File: src/rtl/apb_led_sequencer.sv
// APB LED pattern sequencer: a table of LED patterns with per-step dwell is replayed once or in a loop.
// Optional PWM brightness stage is enabled by defining APB_LED_SEQ_PWM_EN.
module apb_led_sequencer #(
  parameter int NUM_STEPS  = 8,
  parameter int PRESCALE_W = 24
) (
  input  logic        PCLK,
  input  logic        PRESET,
  input  logic        PSEL,
  input  logic [15:0] PADDR,
  input  logic        PENABLE,
  input  logic        PWRITE,
  input  logic [31:0] PWDATA,
  output logic [31:0] PRDATA,
  output logic        PREADY,
  output logic        PSLVERR,
  output logic [7:0]  LED,
  output logic        SEQ_IRQ
);
  localparam int IW = $clog2(NUM_STEPS);
  localparam logic [9:0] PAT_BASE = 10'h010;
  localparam logic [9:0] PAT_END  = 10'(16 + NUM_STEPS);

  // APB handshake: a write is accepted on the access cycle (PSEL & PENABLE & PWRITE);
  // PREADY is always high so every transfer completes with no wait states.
  typedef enum logic [1:0] {S_IDLE, S_LOAD, S_HOLD} state_t;

  state_t                state, state_nxt;
  logic [IW-1:0]         idx, idx_nxt;
  logic [7:0]            dwell_cnt, dwell_nxt;
  logic [PRESCALE_W-1:0] pre_cnt, pre_nxt;
  logic [7:0]            led_r, led_nxt;
  logic                  done_set;

  logic                  ctrl_en, ctrl_loop, ctrl_irq_en;
  logic [PRESCALE_W-1:0] prescale;
  logic [IW-1:0]         last;
  logic [7:0]            manual;
  logic                  done;
  logic [15:0]           pattern [NUM_STEPS];
  logic [15:0]           cur_pat;

  logic [9:0]    word;
  logic [9:0]    pat_off;
  logic [IW-1:0] pat_i;
  logic          pat_hit, wr_en, wr_ctrl, wr_status;
  logic          unused_bits;

  assign word      = PADDR[11:2];
  assign pat_off   = word - PAT_BASE;
  assign pat_i     = pat_off[IW-1:0];
  assign pat_hit   = (word >= PAT_BASE) && (word < PAT_END);
  assign wr_en     = PSEL & PENABLE & PWRITE;
  assign wr_ctrl   = wr_en && (word == 10'h000);
  assign wr_status = wr_en && (word == 10'h001);
  assign PREADY    = 1'b1;
  assign PSLVERR   = 1'b0;
  assign SEQ_IRQ   = done & ctrl_irq_en;
  assign cur_pat   = pattern[idx];
  assign unused_bits = ^{PADDR[15:12], PADDR[1:0], PWDATA[31:16], pat_off};

  always_ff @(posedge PCLK) begin
    if (PRESET) begin
      ctrl_en     <= 1'b0;
      ctrl_loop   <= 1'b0;
      ctrl_irq_en <= 1'b0;
      prescale    <= '0;
      last        <= '0;
      manual      <= '0;
      done        <= 1'b0;
      for (int i = 0; i < NUM_STEPS; i++) pattern[i] <= '0;
    end else begin
      if (wr_ctrl) begin
        ctrl_en     <= PWDATA[0];
        ctrl_loop   <= PWDATA[1];
        ctrl_irq_en <= PWDATA[4];
      end
      if (wr_en && word == 10'h002) prescale <= PWDATA[PRESCALE_W-1:0];
      if (wr_en && word == 10'h003) last     <= PWDATA[IW-1:0];
      if (wr_en && word == 10'h004) manual   <= PWDATA[7:0];
      if (wr_en && pat_hit)         pattern[pat_i] <= PWDATA[15:0];
      // A completion in the same cycle as a clear keeps DONE set.
      if (done_set)                       done <= 1'b1;
      else if (wr_status && PWDATA[8])    done <= 1'b0;
    end
  end

  always_ff @(posedge PCLK) begin
    if (PRESET) begin
      state     <= S_IDLE;
      idx       <= '0;
      dwell_cnt <= '0;
      pre_cnt   <= '0;
      led_r     <= '0;
    end else begin
      state     <= state_nxt;
      idx       <= idx_nxt;
      dwell_cnt <= dwell_nxt;
      pre_cnt   <= pre_nxt;
      led_r     <= led_nxt;
    end
  end

  always_comb begin
    state_nxt = state;
    idx_nxt   = idx;
    dwell_nxt = dwell_cnt;
    pre_nxt   = pre_cnt;
    led_nxt   = led_r;
    done_set  = 1'b0;
    case (state)
      S_IDLE: led_nxt = manual;
      S_LOAD: begin
        led_nxt   = cur_pat[7:0];
        dwell_nxt = (cur_pat[15:8] == 8'd0) ? 8'd1 : cur_pat[15:8];
        pre_nxt   = prescale;
        state_nxt = S_HOLD;
      end
      S_HOLD: begin
        if (pre_cnt != '0) begin
          pre_nxt = pre_cnt - 1'b1;
        end else begin
          pre_nxt   = prescale;
          dwell_nxt = dwell_cnt - 8'd1;
          if (dwell_cnt <= 8'd1) begin
            if (idx >= last) begin
              if (ctrl_loop) begin
                idx_nxt   = '0;
                state_nxt = S_LOAD;
              end else begin
                done_set  = 1'b1;
                state_nxt = S_IDLE;
              end
            end else begin
              idx_nxt   = idx + {{(IW-1){1'b0}}, 1'b1};
              state_nxt = S_LOAD;
            end
          end
        end
      end
      default: state_nxt = S_IDLE;
    endcase
    // STOP (or clearing EN) beats START; both override the running sequence.
    if (wr_ctrl) begin
      if (PWDATA[3] || !PWDATA[0]) begin
        state_nxt = S_IDLE;
        done_set  = 1'b0;
      end else if (PWDATA[2]) begin
        state_nxt = S_LOAD;
        idx_nxt   = '0;
        done_set  = 1'b0;
      end
    end
  end

`ifdef APB_LED_SEQ_PWM_EN
  logic [4:0] bright;
  logic [3:0] pwm_cnt;
  logic [7:0] led_q;

  always_ff @(posedge PCLK) begin
    if (PRESET) begin
      bright  <= 5'd16;
      pwm_cnt <= '0;
      led_q   <= '0;
    end else begin
      if (wr_en && word == 10'h005) bright <= PWDATA[4:0];
      pwm_cnt <= pwm_cnt + 4'd1;
      led_q   <= led_r & {8{({1'b0, pwm_cnt} < bright)}};
    end
  end
  assign LED = led_q;
`else
  logic [4:0] bright;
  assign bright = 5'd0;
  assign LED    = led_r;
`endif

  always_comb begin
    PRDATA = '0;
    case (word)
      10'h000: PRDATA[4:0] = {ctrl_irq_en, 2'b00, ctrl_loop, ctrl_en};
      10'h001: begin
        PRDATA[0]    = (state != S_IDLE);
        PRDATA[IW:1] = idx;
        PRDATA[8]    = done;
      end
      10'h002: PRDATA[PRESCALE_W-1:0] = prescale;
      10'h003: PRDATA[IW-1:0] = last;
      10'h004: PRDATA[7:0] = manual;
      10'h005: PRDATA[4:0] = bright;
      default: if (pat_hit) PRDATA[15:0] = pattern[pat_i];
    endcase
  end
endmodule

File: config.mk
export PLATFORM = sky130hd
export DESIGN_NAME = apb_led_sequencer
export DESIGN_NICKNAME = d
export VERILOG_FILES = /design/src/rtl/apb_led_sequencer.sv
export SDC_FILE = /design/constraint.sdc
export NUM_CORES = 1
export LEC_CHECK = 0
export BUFFER_PORTS_ARGS = -buffer_cell sky130_fd_sc_hd__buf_4
export CAP_MARGIN = 40
export CORE_MARGIN = 10
export CORE_UTILIZATION = 40
export CTS_CLUSTER_SIZE = 24
export DETAILED_ROUTE_END_ITERATION = 8
export PLACE_DENSITY = 0.63
export SLEW_MARGIN = 20
export SYNTH_ARGS = -nofsm -noshare
export SYNTH_HDL_FRONTEND = slang
export SYNTH_SLANG_ARGS = --single-unit
File: constraint.sdc
create_clock -name PCLK -period 3.71 [get_ports PCLK]
set_input_delay 0 -clock PCLK [delete_from_list [all_inputs] [get_ports PCLK]]
set_output_delay 0 -clock PCLK [all_outputs]
set_load 0.05 [all_outputs]
# ---- Word-level counts from Yosys, hierarchy flattened
# Memory sizes are Yosys's and may differ from the RTL's. A register that Yosys moved wholly into a read port is not among the register bits.
# Index checks and enable logic that the tools add are counted.
dict set report word_totals {
  reg_bits 84
  ram_bits 128
  word_cells 106
  n_memories 1
}
# name depth width rd rd_clocked_by_memory_dff wr line
set memory_table {}
lappend memory_table {pattern 8 16 2 1 8 40} ;# logic [15:0] pattern [NUM_STEPS];
dict set report op_classes {
  add_sub_neg 4
  order_cmp 4
  eq_ne 8
  mux 49
  bitwise_logic 3
  reduce_logical 25
}
# cell count
set op_table {}
lappend op_table {{24-bit one-hot mux with 2 select lines} 1}
lappend op_table {{16-bit two-way mux} 2}
lappend op_table {{8-bit one-hot mux with 2 select lines} 2}
lappend op_table {{3-bit two-way mux} 10}
lappend op_table {{24-bit two-way mux} 1}
lappend op_table {{8-bit two-way mux} 3}
lappend op_table {{24-bit nonzero test} 1}
lappend op_table {{24-bit by 1-bit subtractor with 24-bit output (second input constant)} 1}
lappend op_table {{10-bit by 2-bit == test with 1-bit output (second input constant)} 2}
lappend op_table {{10-bit by 3-bit == test with 1-bit output (second input constant)} 2}
lappend op_table {{3-bit one-hot mux with 6 select lines} 1}
lappend op_table {{1-bit two-way mux} 17}
lappend op_table {{16-bit OR reduction} 1}
lappend op_table {{7-bit one-hot mux with 2 select lines} 1}
lappend op_table {{2-bit two-way mux} 6}
lappend op_table {{10-bit by 1-bit == test with 1-bit output (second input constant)} 1}
lappend op_table {{10-bit by 5-bit greater-or-equal comparator with 1-bit output (second input constant)} 1}
lappend op_table {{10-bit zero test} 1}
lappend op_table {{10-bit by 5-bit < comparator with 1-bit output (second input constant)} 1}
lappend op_table {{3-bit one-hot mux with 3 select lines} 1}
lappend op_table {{8-bit by 1-bit less-or-equal comparator with 1-bit output (second input constant)} 1}
lappend op_table {{1-bit logical AND} 8}
lappend op_table {{8-bit zero test} 1}
lappend op_table {{1-bit one-hot mux with 4 select lines} 2}
lappend op_table {{other kinds (18)} 25}

# ---- Depth between registers and ports, before layout
dict set report logic_depth {
  word_depth 9
  depth_mapped 11
  mapped_depth_nobuf 8
}

# ---- Least setup slack after synthesis
# OpenSTA, ideal clock, no wires.
dict set report synth_path {
  path_type {input-to-reg}
  startpoint {input PADDR[5]}
  endpoint {memory pattern[4][0], enable pin}
  setup_time_ns 0.411
  t_arrival_ns 2.410
  t_required_ns 3.299
  slack_ns 0.889
  path_stages 5
  path_cell_list {nor4_2 -> nand3_1 -> or3_1 -> clkbuf_1 -> o21ai_0}
}
# element line
set synth_lines {}
lappend synth_lines {{start: declaration} 10} ;# input logic [15:0] PADDR,
lappend synth_lines {{end: declaration} 40}

# ---- Worst setup path in the final report
dict set report layout_path {
  startpoint {register pre_cnt[9]}
  endpoint {register dwell_cnt[4]}
}
dict set report layout_between {
  elab_chain_cells 3
}
# element line
set layout_lines {}
lappend layout_lines {{start: declaration} 31} ;# logic [PRESCALE_W-1:0] pre_cnt, pre_nxt;
lappend layout_lines {{start signal: assignment} 99} ;# pre_cnt <= pre_nxt;
lappend layout_lines {{24-bit nonzero test} 120} ;# if (pre_cnt != '0) begin
lappend layout_lines {{2-bit != test (no line)} n/a}
lappend layout_lines {{2-bit AND reduction (no line)} n/a}
lappend layout_lines {{end signal: assignment} 98} ;# dwell_cnt <= dwell_nxt;
lappend layout_lines {{end: declaration} 30} ;# logic [7:0] dwell_cnt, dwell_nxt;
# No other way between the ends.
# A chain may end at the register's enable or synchronous reset.

==> qor.yml <==
clock_network:
  cts_resized: 0
  path_clk_slew_ns: 0.06
  clock-sinks: 212
  cts_root_buf: "clkbuf_16"
  numCtsBuffers: 25
  cts_tree: "built"
  cts.path.max_buffers: 3
  h-tree-depth: 1
  clk_latency_ns: 0.54
worst_setup_path:
  required_ns: 4.10
  cp_max_fo: 11
  end_kind: "flop"
  worstSetupPathType: "reg -> reg"
  worstPathArrival_ns: 3.21
  r2r_slack_ns: 0.88
  r2r_cells: 7
  r2r-end: "dwell_cnt[4]$_SDFFE_PP0P_"
  reg2reg_from: "pre_cnt[9]$_SDFFE_PP0P_"
  critPathLaunchType: "flop"
drt:
  postRouteAntennaNets: 0
  wire_per_inst_um: 21.72
  vias_per_cell: 5.696
  first_iter_violations: 773
  drtPass1Iterations: 5
  vias: 8687
  drc_errors: 0
  wl_um: 33130
die:
  io_pins: 96
  std_cell_rows: 62
  die_area_mm2: 0.03645
  die_h_um: 190.9
  coreArea_mm2: 0.02878
  start_util_pct: 40.60
  die_x_um: 190.9
sta:
  finalCritPeriodShare_pct: 76.18
  finalHoldViolCount: 0
  rsz0062_at_grt: "false"
  setup_tns_ns: 0
  holdWs_ns: 0.1116
  slew_headroom_pct: 44.85
  tightest_slew_ns: 0.8196
  fin_worst_skew_ns: 0.02018
  setup_violations: 0
  maxSlewViolCount: 0
  fmax_mhz: 353.8
  fin_ws_ns: 0.8837
  period_needed_ns: 2.826
global_route:
  grt_max_degree: 66
  use_met3_pct: 2.241
  grt_first_pass_wirelength_um: 50870
  use_met2_pct: 29.65
  gr-usage-met1_pct: 23.66
  antenna_found_initial: 0
  gr-total-overflow: 0
  busiest_layer: "met2"
  grt_pass1_vias: 8666
  grt.total_usage_pct: 17.89
layout:
  drive_above_1_share_pct: 21.14
  areaGrowthSynthToFinish_pct: 17.27
  stdcell_area_mm2: 0.01370
  fin_util_pct: 47.61
  nFillCells: 2583
  fin_nets: 1189
placement:
  place_ws_ns: 0.6909
  place_area_mm2: 0.01262
  place_congestion: 0.8204
  port_buffers: 71
  dp.final_hpwl_um: 22330
yosys:
  ys_ff_latch: 212
  synth-edff-count: 128
  netlist_top_cells_area: "edfxtp_1 (33%), dfxtp_1 (14%), mux4_2 (12%)"
  synth_area_mm2: 0.01168
  ys_warn_count: 0
  synth_top_area_cell: "edfxtp_1"
  synth_ff_type: "edfxtp_1"
  synth_cells: 1043
  synth_cell_type_count: 63
  yosysSeqAreaShare_pct: 47.29
  synthArstFlopShare_pct: 0
  yosys.area.top_type_share_pct: 32.89
  avgSynthCellArea_um2: 11.20
status:
  outcome: "complete, no violations"
power:
  power_leakage_nw: 4.840
  cellPowerDensity_mw_per_mm2: 393.8
  vdd_drop_max_uv: 300.0
min_path:
  holdPathEnd: "done$_SDFFE_PP0P_"
  hp-start: "PADDR[6]"
  hold_path_depth: 5
  hp-class: "in -> reg"
job:
  drv_cap: 0
[through the flow]
step           instances  power [mW]
2_1_floorplan       1051       2.866
3_3_place_gp        1453       2.998
3_5_place_dp        1453       3.007
4_1_cts             1524       5.435
5_1_grt             1524       5.554
6_report            1525       5.397
[worst max-delay path, stage by stage, from the launching register on]
cell     delay [ns]
dfxtp_1        0.37
nor4_2         0.46
nand3_1        0.12
buf_4          0.20
or4b_1         0.72
or4b_1         0.57
a31oi_1        0.18
nor2_1         0.05
[layout make-up]
type                            instances  area [um^2]  area share [%]
Clock inverter                         12        123.9          0.9039
Multi-Input combinational cell        734         5738           41.87
Clock buffer                           31        678.2           4.949
Tap cell                              384        480.5           3.506
Sequential cell                       212         5528           40.34
Inverter                               17        63.81          0.4657
Timing Repair Buffer                  134         1089           7.944
Antenna cell                            1        2.502         0.01826
[cells in the final DEF (no fill, tap or decap), types with 14 or more instances in the layout]
| cell type | netlist | final |
|---|---|---|
| nor2b_1 | 14 | 14 |
| clkbuf_16 | 0 | 25 |
| nand3_1 | 27 | 27 |
| a211oi_1 | 25 | 25 |
| nor4_1 | 19 | 18 |
| nor3_1 | 36 | 36 |
| mux2i_1 | 70 | 70 |
| buf_4 | 12 | 105 |
| nand2_1 | 39 | 39 |
| mux4_2 | 63 | 63 |
| nor2_1 | 86 | 86 |
| o21ai_0 | 61 | 55 |
| edfxtp_1 | 128 | 128 |
| inv_1 | 16 | 16 |
| a21oi_1 | 38 | 38 |
| dfxtp_1 | 84 | 82 |
| and2_1 | 130 | 130 |
| dlygate4sd3_1 | 0 | 28 |
[worst max path at each step]
stage	start	end	slack, ns	cells past startpoint
CTS	pre_cnt[9]$_SDFFE_PP0P_	dwell_cnt[4]$_SDFFE_PP0P_	0.92	7
finish	pre_cnt[9]$_SDFFE_PP0P_	dwell_cnt[4]$_SDFFE_PP0P_	0.88	7
global placement	PADDR[5]	pattern[0][3]$_SDFFCE_PN0P_	0.71	7
detailed placement	PADDR[5]	pattern[0][7]$_SDFFCE_PN0P_	0.69	7
global route	pre_cnt[9]$_SDFFE_PP0P_	dwell_cnt[5]$_SDFFE_PP0P_	0.76	7
floorplan	PADDR[5]	pattern[4][0]$_SDFFCE_PN0P_	0.89	5
[power by group]
group / internal, mW / switching [mW] / total (mW)
clock: 1.43 / 0.979 / 2.41
sequential: 2.56 / 0.0424 / 2.61
combinational: 0.163 / 0.216 / 0.380
[timing repair]
action	4_1_cts	5_1_grt
buffers inserted	0	0
hold buffers	28	0
endpoints found under the hold margin	171	0
[flip-flops by register name (all words and copies together) (netlist names), 2 cells and up]
name,flops
prescale,24
LED,8
pre_cnt,24
idx,3
dwell_cnt,8
pattern,128
last,3
state,2
manual,8
[cells in the mapped netlist (all sizes together) (27+ instances only)]
cell    instances
nand2          39
a21oi          38
clkbuf         58
mux4           64
buf            30
o21ai          65
edfxtp        128
and2          130
nor2           87
nor3           36
nand3          27
mux2i          70
dfxtp          84
[routing by layer]
| layer | wire length [um] | vias to the layer above |
|---|---|---|
| met5 | 0 | - |
| met2 | 16090 | 277 |
| met3 | 1768 | 69 |
| li1 | - | 4035 |
| met1 | 14190 | 4306 |
| met4 | 1077 | 0 |
[logic make-up after synthesis]
group / share of synthesized area (%)
buffers and inverters: 4.283
AO/OA/AOI/OAI: 8.705
flip-flops: 47.29
AND/OR/NAND/NOR: 19.16
multiplexers: 19.22
adder cells (fa/ha/maj): 1.285
other: 0.06427
Power figures use the tool's default switching activity.
